===== config.mk =====
export PLATFORM = sky130hd
export DESIGN_NAME = alu_mul_seq_flat
export DESIGN_NICKNAME = d
export VERILOG_FILES = /design/src/rtl/alu_pkg.sv /design/src/rtl/alu_mul_seq_if.sv /design/src/rtl/alu.sv /design/src/rtl/alu_mul_seq.sv /design/src/flat_wrapper.sv
export SDC_FILE = /design/constraint.sdc
export NUM_CORES = 1
export LEC_CHECK = 0
export CORE_MARGIN = 8
export CORE_UTILIZATION = 53
export CTS_BUF_LIST = sky130_fd_sc_hd__clkbuf_4 sky130_fd_sc_hd__clkbuf_8
export DETAILED_ROUTE_END_ITERATION = 7
export PLACE_DENSITY = 0.76
export RECOVER_POWER = 100
export SLEW_MARGIN = 20
export SYNTH_ARGS = -nofsm -noshare
export SYNTH_HDL_FRONTEND = slang
export SYNTH_SLANG_ARGS = --single-unit

===== constraint.sdc =====
create_clock -name clk -period 3.8 [get_ports clk]
set_clock_uncertainty 0.05 [all_clocks]
set_input_delay 0.76 -clock clk [delete_from_list [all_inputs] [get_ports clk]]
set_output_delay 0.76 -clock clk [all_outputs]
set_load 0.1 [all_outputs]

===== src/rtl/alu_pkg.sv =====
// Shared definitions for the multiply/shift coprocessor.
//   ALU control words ordered {zx,nx,zy,ny,f,no}, sequencer states,
//   op encodings, and the state-selection rule used after every mr update.
package alu_pkg;

  localparam logic [5:0] ALU_ADD   = 6'b000010;
  localparam logic [5:0] ALU_ZERO  = 6'b101010;
  localparam logic [5:0] ALU_PASSX = 6'b001100;

  localparam logic OP_MUL = 1'b0;
  localparam logic OP_SHL = 1'b1;

  typedef enum logic [1:0] {
    IDLE = 2'd0,
    ADD  = 2'd1,
    DBL  = 2'd2,
    DONE = 2'd3
  } state_t;

  // Where to go once mr holds its new value: finished when nothing is left,
  // an accumulate step when the current multiplier bit is set, else a doubling.
  function automatic state_t next_step(input logic [15:0] mr_new, input logic op_is_shl);
    if (mr_new == 16'd0)
      return DONE;
    else if (!op_is_shl && mr_new[0])
      return ADD;
    else
      return DBL;
  endfunction

endpackage


===== src/rtl/alu_mul_seq_if.sv =====
// Request/result handshake bundle for alu_mul_seq.
//   in_valid/in_ready/op/a/b : request side
//   out_valid/out_ready/result/zr/ng : result side
// The sequencer uses the slave modport, the requester/consumer the master.
interface alu_mul_seq_if #(parameter int WIDTH = 16);
  logic             in_valid;
  logic             in_ready;
  logic             op;
  logic [WIDTH-1:0] a;
  logic [WIDTH-1:0] b;
  logic             out_valid;
  logic             out_ready;
  logic [WIDTH-1:0] result;
  logic             zr;
  logic             ng;

  modport master (
    output in_valid, op, a, b, out_ready,
    input  in_ready, out_valid, result, zr, ng
  );

  modport slave (
    input  in_valid, op, a, b, out_ready,
    output in_ready, out_valid, result, zr, ng
  );
endinterface


===== src/rtl/alu.sv =====
// Hack ALU, purely combinational.
//   x, y     : operands
//   zx..no   : control bits (zero/negate x, zero/negate y, add-vs-and, negate out)
//   out      : result; zr = (out == 0); ng = out[MSB]
module alu #(parameter int WIDTH = 16) (
  input  logic [WIDTH-1:0] x,
  input  logic [WIDTH-1:0] y,
  input  logic             zx,
  input  logic             nx,
  input  logic             zy,
  input  logic             ny,
  input  logic             f,
  input  logic             no,
  output logic [WIDTH-1:0] out,
  output logic             zr,
  output logic             ng
);
  logic [WIDTH-1:0] x1, x2, y1, y2, fo;

  always_comb begin
    x1  = zx ? '0 : x;
    x2  = nx ? ~x1 : x1;
    y1  = zy ? '0 : y;
    y2  = ny ? ~y1 : y1;
    fo  = f ? (x2 + y2) : (x2 & y2);
    out = no ? ~fo : fo;
    zr  = (out == '0);
    ng  = out[WIDTH-1];
  end
endmodule


===== src/rtl/alu_mul_seq.sv =====
// Multi-cycle MUL / SHL coprocessor that time-shares one Hack ALU.
//   clk   : rising-edge clock
//   reset : synchronous, active high
//   bus   : alu_mul_seq_if.slave (request in, result out, zr/ng flags)
//
// state | meaning
// IDLE  | in_ready=1, waiting for a request; ALU idles on ZERO
// ADD   | MUL only: acc <= acc + mc
// DBL   | mc <= mc + mc; mr shifts right (MUL) or counts down (SHL)
// DONE  | out_valid=1, result held until out_ready
module alu_mul_seq
  import alu_pkg::*;
#(
  parameter int WIDTH = 16
) (
  input  logic           clk,
  input  logic           reset,
  alu_mul_seq_if.slave   bus
);

  state_t           state, state_nxt;
  logic [WIDTH-1:0] acc, acc_nxt;
  logic [WIDTH-1:0] mc, mc_nxt;
  logic [WIDTH-1:0] mr, mr_nxt;
  logic             opr, opr_nxt;

  logic [WIDTH-1:0] alu_x, alu_y, alu_out;
  logic [5:0]       alu_ctl;
  logic [WIDTH-1:0] mr_load, mr_step;
  logic             alu_zr_unused, alu_ng_unused;

  alu #(.WIDTH(WIDTH)) u_alu (
    .x   (alu_x),
    .y   (alu_y),
    .zx  (alu_ctl[5]),
    .nx  (alu_ctl[4]),
    .zy  (alu_ctl[3]),
    .ny  (alu_ctl[2]),
    .f   (alu_ctl[1]),
    .no  (alu_ctl[0]),
    .out (alu_out),
    .zr  (alu_zr_unused),
    .ng  (alu_ng_unused)
  );

  always_ff @(posedge clk) begin
    if (reset) begin
      state <= IDLE;
      acc   <= '0;
      mc    <= '0;
      mr    <= '0;
      opr   <= OP_MUL;
    end else begin
      state <= state_nxt;
      acc   <= acc_nxt;
      mc    <= mc_nxt;
      mr    <= mr_nxt;
      opr   <= opr_nxt;
    end
  end

  always_comb begin
    state_nxt = state;
    acc_nxt   = acc;
    mc_nxt    = mc;
    mr_nxt    = mr;
    opr_nxt   = opr;
    alu_ctl   = ALU_ZERO;
    alu_x     = acc;
    alu_y     = mc;
    // SHL only ever counts down a 4-bit shift amount.
    mr_load   = (bus.op == OP_SHL) ? {{(WIDTH-4){1'b0}}, bus.b[3:0]} : bus.b;
    mr_step   = (opr == OP_SHL) ? (mr - 1'b1) : (mr >> 1);

    unique case (state)
      IDLE: begin
        if (bus.in_valid) begin
          acc_nxt   = '0;
          mc_nxt    = bus.a;
          opr_nxt   = bus.op;
          mr_nxt    = mr_load;
          state_nxt = next_step(mr_load, bus.op);
        end
      end
      ADD: begin
        alu_ctl   = ALU_ADD;
        alu_x     = acc;
        alu_y     = mc;
        acc_nxt   = alu_out;
        state_nxt = DBL;
      end
      DBL: begin
        alu_ctl   = ALU_ADD;
        alu_x     = mc;
        alu_y     = mc;
        mc_nxt    = alu_out;
        mr_nxt    = mr_step;
        state_nxt = next_step(mr_step, opr);
      end
      DONE: begin
        if (bus.out_ready)
          state_nxt = IDLE;
      end
      default: state_nxt = IDLE;
    endcase
  end

  always_comb begin
    bus.in_ready  = (state == IDLE);
    bus.out_valid = (state == DONE);
    bus.result    = (opr == OP_SHL) ? mc : acc;
    bus.zr        = (bus.result == '0);
    bus.ng        = bus.result[WIDTH-1];
  end

endmodule

===== src/flat_wrapper.sv =====
// flat-port wrapper written by rule: the top's interface ports become plain ports
module alu_mul_seq_flat import alu_pkg::*;
#(
  parameter int WIDTH = 16
)
  (clk, reset, bus_in_valid, bus_op, bus_a, bus_b, bus_out_ready, bus_in_ready, bus_out_valid, bus_result, bus_zr, bus_ng);
  alu_mul_seq_if #(.WIDTH(WIDTH)) bus_i ();
  input  logic clk;
  input  logic reset;
  input wire logic [$bits(bus_i.in_valid)-1:0] bus_in_valid;
  input wire logic [$bits(bus_i.op)-1:0] bus_op;
  input wire logic [$bits(bus_i.a)-1:0] bus_a;
  input wire logic [$bits(bus_i.b)-1:0] bus_b;
  input wire logic [$bits(bus_i.out_ready)-1:0] bus_out_ready;
  output wire logic [$bits(bus_i.in_ready)-1:0] bus_in_ready;
  output wire logic [$bits(bus_i.out_valid)-1:0] bus_out_valid;
  output wire logic [$bits(bus_i.result)-1:0] bus_result;
  output wire logic [$bits(bus_i.zr)-1:0] bus_zr;
  output wire logic [$bits(bus_i.ng)-1:0] bus_ng;
  assign bus_i.in_valid = bus_in_valid;
  assign bus_i.op = bus_op;
  assign bus_i.a = bus_a;
  assign bus_i.b = bus_b;
  assign bus_i.out_ready = bus_out_ready;
  assign bus_in_ready = bus_i.in_ready;
  assign bus_out_valid = bus_i.out_valid;
  assign bus_result = bus_i.result;
  assign bus_zr = bus_i.zr;
  assign bus_ng = bus_i.ng;
  alu_mul_seq #(.WIDTH(WIDTH)) u_core (.clk(clk), .reset(reset), .bus(bus_i));
endmodule

-- Word-level counts from Yosys, hierarchy flattened
Index checks and enable logic that the tools add are counted.
- memories: 0
- output and inout port bits: 20
- word-level logic and storage cells: 55
- memory bits (writable): 0
- input port bits: 37
- flip-flop bits (word level): 51
- ROM bits: 0
- bits in latches: 0
- multiplexer cells: 24
- divide/modulo/power cells: 0
- multipliers: 0
- add/sub/neg operators: 2
- bitwise gates (word level): 4
- equality and inequality tests: 5
- $lt $le $gt $ge: 0
- reductions and logical operators: 15
- shift-type cells: 0
- operator list (operator ; count):
    16-bit two-way mux ; 13
    16-bit one-hot mux with 2 select lines ; 3
    16-bit logical NOT ; 3
    16-bit inverter ; 3
    16-bit adder ; 1
    16-bit AND ; 1
    16-bit by 1-bit subtractor with 16-bit output, second input constant ; 1
    2-bit two-way mux ; 6
    2-bit one-hot mux with 4 select lines ; 1
    2-bit AND reduction ; 4
    6-bit two-way mux ; 1
    2-bit equality test, second input constant ; 2
    2-bit != test, second input constant ; 2
    2-bit nonzero test ; 2
    2-bit by 1-bit equality test with 1-bit output, second input constant ; 1
    1-bit logical AND ; 2
    1-bit logical NOT ; 2
    2-bit logical NOT ; 1
    2-bit OR reduction ; 1

-- Longest topological paths before layout
Gate-level depths: netlist (run 1).
- word-level depth: 11
- mapped depth: 16
- mapped depth without buffers: 14

-- Modules after synthesis
From an unflattened synthesis (run 1), not the netlist that was laid out.
- cell total of the unflattened synthesis: 622
- area, all modules: 5091.1 um2
- by module, submodules not included (module ; instances ; sequential area each (um2) ; area an instance (um2) ; cells an instance):
    alu_mul_seq ; 1 ; 1021.0 ; 3339.5 ; 387
    alu ; 1 ; 0.0 ; 1751.7 ; 235

-- Worst setup path after synthesis (run 1)
OpenSTA, ideal clock, no wires.
- path kind: reg2out
- from: register u_core.opr
- to: output port bus_zr
- data arrival time: 2756 ps
- buffers on the path: 2
- setup slack: 234 ps
- stages on the path, launching flop included: 6
- required time: 2990 ps
- cell sequence: dfxtp_1 -> clkbuf_1 -> buf_1 -> mux2_2 -> nor4_1 -> and4_1
- word-level cells in the longest chain between the ends: 2
- ends and longest elaborated chain (what ; line ; RTL):
    from (decl) ; alu_mul_seq.sv:25 ; logic opr, opr_nxt;
    from (signal assigned) ; alu_mul_seq.sv:58 ; opr <= opr_nxt;
    16-bit two-way mux ; alu_mul_seq.sv:111 ; bus.result = (opr == OP_SHL) ? mc : acc;
    named net bus_result[3] ; flat_wrapper.sv:17 ; output wire logic [$bits(bus_i.result)-1:0] bus_result;
    16-bit logical NOT ; alu_mul_seq.sv:112 ; bus.zr = (bus.result == '0);
    to (decl) ; flat_wrapper.sv:18 ; output wire logic [$bits(bus_i.zr)-1:0] bus_zr;
The timed path passes the listed nets, and every way through them passes these cells.

-- Worst setup path in the final report (run 1)
- from: register u_core.opr
- to: output port bus_zr
- word-level cells in the longest chain between the ends: 2
- ends and longest elaborated chain (what ; line):
    16-bit two-way mux ; alu_mul_seq.sv:111
    16-bit logical NOT ; alu_mul_seq.sv:112
No other way between the ends.

==> results of run 1 <==
## cell families (layout without fill, tap and decap cells)
logic type | count (synthesis) | in the layout | share of synthesized area
adders and majority gates | 21 | 21 | 0.06488
AOI/OAI and AO/OA | 132 | 132 | 0.2130
buffers and inverters | 55 | 89 | 0.05437
muxes | 44 | 44 | 0.1114
and+or+nand+nor | 206 | 206 | 0.2628
xor gates and xnor gates | 23 | 23 | 0.04836
DFF | 51 | 51 | 0.2451
## critical path, cell delays in order, from the launching register on
cell and delay, ns:
dfxtp_1 0.95, mux2_1 0.43, nor4_1 0.53, and4_1 0.27, clkbuf_4 0.33
## routing by layer
metal  vias to the layer above  routed length (microns)  track usage
li1                       1981                        -            -
met1                      1887                     4856       0.2273
met2                       113                     5632       0.3684
met3                        24                      514      0.03133
met4                         0                      333      0.08155
met5                         -                        0            0
## worst max-delay path by stage
stage                                from         endpoint  slack, ns  depth (start not counted)
after floorplan                u_core.opr           bus_zr       0.23                          5
after global placement    u_core.state[0]  u_core.alu_y[8]       0.45                         13
after detailed placement  u_core.state[0]  u_core.alu_y[8]       0.30                         13
after CTS                      u_core.opr           bus_zr       0.22                          4
after global routing      u_core.state[0]  u_core.alu_y[8]       0.01                         13
final                          u_core.opr           bus_zr       0.16                          4
## power groups by stage
stage                     Sequential [uW]  Combinational (uW)  Clock [uW]
after floorplan                       661                 770           0
after global routing                  711                1020         436
after global placement                703                 938           0
after detailed placement              707                 955           0
after CTS                             696                 959         414
final                                 700                 935         406
## registers in the layout, indices dropped and copies added (netlist names)
register      cells
u_core.acc       16
u_core.alu_y     16
u_core.mr        16
u_core.opr        1
u_core.state      2
## per-stage QoR
step           instance area, sq um  instances  total power, uW  setup slack [ns]
5_1_grt                        4795        668             2163           0.01392
3_5_place_dp                   4720        660             1661            0.3012
2_1_floorplan                  4165        532             1431            0.2343
3_3_place_gp                   4720        660             1640            0.4533
6_report                       4795        668             2041            0.1647
4_1_cts                        4837        668             2069            0.2215
## layout make-up
| type | count | area, sq um | share of cell area |
|---|---|---|---|
| clock inverters | 2 | 35.03 | 0.007307 |
| well taps | 102 | 127.6 | 0.02662 |
| inverters | 16 | 60.06 | 0.01253 |
| clock buffers | 6 | 82.58 | 0.01722 |
| repair buffers | 65 | 555.5 | 0.1159 |
| multi-input cells | 426 | 2913 | 0.6075 |
| flip-flops and latches | 51 | 1021 | 0.2129 |
## cells in the final DEF, fill, tap and decap left out, types with 13 or more instances in the layout
| cell type | count |
|---|---|
| dfxtp_1 | 51 |
| nor2_1 | 75 |
| mux2i_1 | 25 |
| inv_1 | 16 |
| clkdlybuf4s50_1 | 35 |
| ha_1 | 19 |
| nor2b_1 | 19 |
| nor3_1 | 19 |
| and2_1 | 17 |
| o21ai_0 | 13 |
| a211oi_1 | 25 |
| mux2_1 | 14 |
| nand2_1 | 22 |
| buf_4 | 22 |
| nor4_1 | 13 |
| xnor2_1 | 14 |
| a21oi_1 | 39 |
==> impl_metrics.tcl, run 1 <==
set metrics [dict create \
    firstDrtPassIters 4 \
    crit_type "flop to output pin" \
    synth.most_common_cell "nor2_1" \
    grt_max_degree 34 \
    grt_pass1_wl_mm 18.79 \
    yosysWarningCount 0 \
    design.portCount 57 \
    rsz0062_at_grt "no" \
    cts_tree "built" \
    holdBufCountCts 0 \
    clock_path_buffers 2 \
    grt_antenna_before_repair 0 \
    area_growth_pct 15.11 \
    synth_ff_type "dfxtp_1" \
    cts_made_buffers 5 \
    vias 4005 \
    ant_nets 0 \
    synth_cells 532 \
    cts_num_sinks 51 \
    period_share 0.9567 \
    reg2regPathDepth 13 \
    clockRootBuffer "clkbuf_8" \
    r2r_slack_ns 0.21 \
    ys_ff_latch 51 \
    synth_edf_count 0 \
    critPathCaptureType "output pin" \
    dp_hpwl_mm 8.219 \
    p_seq_frac 0.343 \
    core_area_sq_um 7687 \
    relSlewSlack -0.01522 \
    yosysUniqueCellTypes 56 \
    drv_cap 1 \
    synth_area_leaders "dfxtp_1 25%, nor2_1 6.8%, ha_1 6.0%, mux2i_1 6.0%, mux2_2 5.1%" \
    syn_nets 590 \
    p_sw_uw 865.3 \
    hold_violations 0 \
    cts.reportedPaths.clkPinSlew_ns 0.10 \
    setup_viol 0 \
    nNetsFinal 623 \
    layout_min_cycle_time_ns 3.635 \
    async_flop_share 0 \
    start_util 0.5418 \
    fin_util 0.6237 \
    htreeDepth 2 \
    nFillCells 703 \
    r2r-start "u_core.state[0]" \
    violations "capacitance limit, slew limit" \
    die_w_microns 104.7 \
    p_leak_uw 0.001893 \
    worstPathRequired_ns 2.99 \
    post_cts_buffers 0 \
    netlist.area_leader.share 0.2451 \
    io_buffers 56 \
    die-area_sq_um 10950 \
    internal_power_uw 1176 \
    whs_endpoint "u_core.acc[9]" \
    cts.repair.resized 0 \
    min_path_type "flop to flop" \
    gp_congestion 0.8853 \
    totalWireLength_mm 11.34 \
    hold_depth 2 \
    clk_latency_ns 0.31 \
    cp-start-kind "flop" \
    die_h_microns 104.7 \
    whs_ns 0.4233 \
    drtIter0Drc 195 \
    synth_common_cells "75 x nor2_1, 51 x dfxtp_1, 38 x a21oi_1, 29 x clkbuf_1" \
    grt_pass1_vias 3966 \
    vias_per_cell 5.996 \
    arrival_ns 2.83 \
    p_clk_frac 0.199 \
    antennaDiodeCount 0 \
    netSwitchingFraction 0.4240 \
    r2r-end "u_core.alu_y[8]" \
    drc 0 \
    vdd_drop_max_uv 284.9 \
    grt_util_all_layers 0.2012 \
    fin_setup_tns_ns 0 \
    power_density_nw_per_um2 425.7 \
    p_comb_frac 0.458 \
    synth_top_area_cell "dfxtp_1" \
    drive_gt1_frac 0.08127 \
    syn_area_sq_um 4165 \
    placementRows 32 \
    synth-seq-area-share 0.2451 \
    min_from "u_core.acc[9]" \
    synth_area_per_cell_sq_um 7.829 \
    status "complete, but fails checks" \
    worst_pin_slew_ns 1.523 \
    drv_slew 31 \
    timing.fmax_mhz 275.1 \
    cp_max_fo 18 \
    wire_per_inst_microns 16.97 \
    gr-total-overflow 0 \
]
Note: power is estimated with default switching activity, not from simulation.
==> inputs of run 2 (changes only) <==
Clock period 3.8 ns to 4.7 ns, I/O delays scaled along.
==> run 2 against run 1 <==
  * The flow now finishes without violations
  * Non-clock buffer count fell by 4
  * Combinational power down 20%
  * Flip-flop and latch count unchanged
  * Sequential power shrank 19%
  * Sequential share of layout area fell by 0.10 points
  * Critical path type is now flop to flop
  * Largest power group unchanged
==> impl_metrics.tcl, run 2 (synthesis gave the netlist of run 1 again) <==
set metrics [dict create \
    min_path_type "flop to flop" \
    clockRootBuffer "clkbuf_8" \
    wire_per_inst_microns 16.78 \
    grt_util_all_layers 0.1987 \
    nNetsFinal 619 \
    hold_depth 2 \
    rsz0062_at_grt "no" \
    area_growth_pct 15.65 \
    gp_congestion 0.8945 \
    p_leak_uw 0.001881 \
    die-area_sq_um 10950 \
    hold_violations 0 \
    p_clk_frac 0.198 \
    status "complete, no violations" \
    vias 3900 \
    reg2regPathDepth 13 \
    firstDrtPassIters 4 \
    stdcell_area_sq_um 4817 \
    drv_cap 0 \
    start_util 0.5418 \
    design.portCount 57 \
    drc 0 \
    grt_pass1_vias 3815 \
    relSlewSlack 0.1655 \
    timing.fmax_mhz 243.4 \
    antennaDiodeCount 0 \
    grt_antenna_before_repair 0 \
    arrival_ns 4.30 \
    totalWireLength_mm 11.15 \
    vias_per_cell 5.873 \
    p_seq_frac 0.344 \
    cts_tree "built" \
    drive_gt1_frac 0.07117 \
    p_sw_uw 704.3 \
    place_area_sq_um 4725 \
    worst_pin_slew_ns 1.252 \
    grt_pass1_wl_mm 18.55 \
    ant_nets 0 \
    grt_max_degree 35 \
    drtIter0Drc 181 \
    cts_made_buffers 5 \
    post_cts_buffers 0 \
    layout_min_cycle_time_ns 4.109 \
    core_area_sq_um 7687 \
    placementRows 32 \
    cts.reportedPaths.clkPinSlew_ns 0.11 \
    final_common_cell "nor2_1" \
    die_w_microns 104.7 \
    netSwitchingFraction 0.4299 \
    io_buffers 56 \
    clk_latency_ns 0.32 \
    critPathCaptureType "flop" \
    final_cell_mix "75 x nor2_1, 51 x dfxtp_1, 39 x a21oi_1" \
    cp-start-kind "flop" \
    p_comb_frac 0.458 \
    cts.repair.resized 0 \
    worstPathRequired_ns 4.89 \
    fin_setup_tns_ns 0 \
    gr-total-overflow 0 \
    cts_num_sinks 51 \
    internal_power_uw 934.0 \
    cp_max_fo 22 \
    setup_viol 0 \
    holdBufCountCts 0 \
    htreeDepth 2 \
    dp_hpwl_mm 8.007 \
    crit_type "flop to flop" \
    power_density_nw_per_um2 340.1 \
    drv_slew 0 \
    period_share 0.8742 \
    die_h_microns 104.7 \
    clock_path_buffers 2 \
    vdd_drop_max_uv 210.7 \
]
run 2: changes by cell type in the layout (fill, tap and decap cells not counted), sizes merged:
cell           delta
buf              -19
dlygate4sd3      +20
clkbuf            -5
clkinv            -1
clkdlybuf4s50     -1
clkinvlp          +1
inv               +1
run 2: final timing paths:
path | start | end | slack [ns]
setup / recovery | u_core.state[0] | u_core.acc[12] | 0.59
hold / removal | u_core.acc[9] | u_core.acc[9] | 0.43
setup reg to reg | u_core.state[0] | u_core.acc[12] | 0.59
hold reg to reg | u_core.acc[9] | u_core.acc[9] | 0.43
run 2: area by class of cell:
| cell class | instances | area, sq um |
|---|---|---|
| multi-input cells | 426 | 2908 |
| fillers | 712 | 2870 |
| flip-flops and latches | 51 | 1021 |
| repair buffers | 61 | 585.6 |
| well taps | 102 | 127.6 |
| clock buffers | 5 | 68.82 |
| inverters | 16 | 60.06 |
| clock inverters | 3 | 46.29 |
run 2: power by group through the flow:
stage	Sequential, uW	Clock, uW	Combinational, uW
3_5_place_dp	572	0	753
6_report	564	325	750
2_1_floorplan	535	0	622
5_1_grt	575	345	820
4_1_cts	562	331	757
3_3_place_gp	568	0	743
run 2: metrics by stage:
step	utilization	total power, uW	hold slack, ns	setup WS [ns]	std cells
detailed placement	0.6146	1325	0.4134	1.049	656
CTS	0.6296	1650	0.4282	0.9180	664
global route	0.6266	1740	0.4541	0.3728	664
global placement	0.6146	1312	0.4106	1.222	656
floorplan	-	1157	0.3918	0.9543	532
finish	0.6266	1638	0.4309	0.5915	664
run 2: critical path, stage by stage, from the launching register on:
cell      delay (ns)
dfxtp_1         0.36
inv_1           0.09
ha_1            0.91
mux2_2          0.42
and2_0          0.18
inv_1           0.10
fa_1            0.21
nor2b_1         0.07
o31a_1          0.27
o41ai_1         0.50
a21boi_0        0.28
o21a_1          0.25
o21a_1          0.16
o31ai_1         0.17
run 2: layer usage:
layer | vias to the layer above | track usage | wire length (microns)
li1 | 1971 | - | -
met5 | - | 0 | 0
met4 | 0 | 0.04587 | 167
met2 | 85 | 0.3734 | 5667
met1 | 1833 | 0.2265 | 4725
met3 | 11 | 0.03563 | 584
==> inputs of run 3 (changes only) <==
Clock period 4.7 ns to 4 ns, I/O delays scaled along.
==> run 3 against run 2 <==
  * Register-to-register slack got worse by 0.22 ns
  * Count of clock-buffer cells in the layout up 1
  * Via count increased by 3.0%
  * Sequential share of layout area about the same
  * Die area is the same
  * Setup slack worse by 0.43 ns
  * Worst hold slack worse by 0.0021 ns
  * Combinational power is 19% higher
  * Non-clock buffer count increased by 4
  * Final cell count is 0.60% higher
  * Largest power group unchanged
==> impl_metrics.tcl, run 3 (synthesis gave the netlist of run 1 again) <==
set metrics [dict create \
    gp_congestion 0.9126 \
    critPathCaptureType "output pin" \
    grt_pass1_wl_mm 19.04 \
    firstDrtPassIters 5 \
    die-area_sq_um 10950 \
    die_h_microns 104.7 \
    vias 4017 \
    cp-start-kind "flop" \
    cts_made_buffers 5 \
    place_area_sq_um 4710 \
    grt_antenna_before_repair 0 \
    worstSetupStartpoint "u_core.opr" \
    stdcell_area_sq_um 4808 \
    crit_end "bus_zr" \
    power_density_nw_per_um2 405.8 \
    htreeDepth 2 \
    r2r-start "u_core.state[0]" \
    dp_hpwl_mm 8.280 \
    clk_latency_ns 0.31 \
    final_cell_mix "75 x nor2_1, 51 x dfxtp_1, 39 x a21oi_1" \
    holdBufCountCts 0 \
    p_total_uw 1951 \
    core_area_sq_um 7687 \
    setup_viol 0 \
    r2r_slack_ns 0.37 \
    relSlewSlack 0.01227 \
    die_w_microns 104.7 \
    drv_cap 0 \
    crit_type "flop to output pin" \
    layout_min_cycle_time_ns 3.842 \
    grt_max_degree 34 \
    nNetsFinal 623 \
    ant_nets 0 \
    antennaDiodeCount 0 \
    drc 0 \
    area_growth_pct 15.44 \
    fin_setup_tns_ns 0 \
    arrival_ns 2.99 \
    cts_tree "built" \
    nFillCells 711 \
    status "complete, no violations" \
    min_path_type "flop to flop" \
    period_share 0.9606 \
    drtIter0Drc 156 \
    worst_pin_slew_ns 1.482 \
    p_leak_uw 0.001903 \
    cts.reportedPaths.clkPinSlew_ns 0.10 \
    cp_max_fo 18 \
    hold_violations 0 \
    grt_util_all_layers 0.2048 \
    cts_num_sinks 51 \
    r2r-end "u_core.alu_y[15]" \
    clock_path_buffers 2 \
    start_util 0.5418 \
    drv_slew 0 \
    wire_per_inst_microns 17.15 \
    clockRootBuffer "clkbuf_8" \
    post_cts_buffers 0 \
    io_buffers 56 \
    totalWireLength_mm 11.45 \
    design.portCount 57 \
    drive_gt1_frac 0.08304 \
    vias_per_cell 6.013 \
    vdd_drop_max_uv 340.3 \
    rsz0062_at_grt "no" \
    timing.fmax_mhz 260.3 \
    gr-total-overflow 0 \
    reg2regPathDepth 13 \
    final_common_cell "nor2_1" \
    grt_pass1_vias 4023 \
    whs_ns 0.4288 \
    placementRows 32 \
    worstPathRequired_ns 3.15 \
]
-- run 3: changes by cell type in the layout (fill, tap and decap cells not counted), moves of 2 or more --
| cell | previous run | this run |
|---|---|---|
| clkbuf_1 | 2 | 4 |
| mux2_2 | 19 | 4 |
| ha_1 | 20 | 18 |
| dlygate4sd3_1 | 21 | 2 |
| mux2_1 | 0 | 15 |
| buf_4 | 3 | 23 |
| ha_2 | 0 | 2 |
-- run 3: layer usage --
| layer | part of all wire | vias up | GRT usage |
|---|---|---|---|
| met5 | 0 | - | 0 |
| met1 | 0.42 | 1891 | 0.2388 |
| li1 | - | 1990 | - |
| met3 | 0.059 | 24 | 0.02580 |
| met4 | 0.029 | 0 | 0.09276 |
| met2 | 0.49 | 112 | 0.3657 |
-- run 3: where the power goes --
part	internal (uW)	total (uW)	switching (uW)
logic	343	892	549
registers	572	665	93.7
clock network	203	393	190
-- run 3: final cells by class --
cell class | instances | area [sq um] | area share
flip-flops and latches | 51 | 1021 | 0.2123
clock buffers | 6 | 82.58 | 0.01717
clock inverters | 2 | 35.03 | 0.007286
multi-input cells | 426 | 2919 | 0.6071
repair buffers | 65 | 563.0 | 0.1171
inverters | 16 | 60.06 | 0.01249
well taps | 102 | 127.6 | 0.02654
-- run 3: how the worst min path moves through the flow --
stage	from	end	slack, ns	depth (start not counted)
3_3_place_gp	u_core.acc[9]	u_core.acc[9]	0.41	2
2_1_floorplan	u_core.acc[9]	u_core.acc[9]	0.39	2
3_5_place_dp	u_core.acc[9]	u_core.acc[9]	0.41	2
4_1_cts	u_core.acc[9]	u_core.acc[9]	0.43	2
5_1_grt	u_core.acc[9]	u_core.acc[9]	0.45	2
6_report	u_core.acc[9]	u_core.acc[9]	0.43	2
-- run 3: critical path, stage by stage, from the launching register on --
cell      delay (ns)
dfxtp_1         0.97
mux2_1          0.42
nor4_1          0.55
and4_1          0.27
clkbuf_2        0.45
-- run 3: through the flow --
stage	setup slack [ns]	utilization	cells
after floorplan	0.3943	-	532
after global placement	0.5440	0.6126	660
after detailed placement	0.3341	0.6126	660
after CTS	0.3413	0.6279	668
after global routing	0.1026	0.6255	668
final	0.1576	0.6255	668
-- run 3: repair_timing --
item	in CTS	in global routing
endpoints found under the setup margin	0	1
endpoints found under the hold margin	0	0
resized for setup	0	1
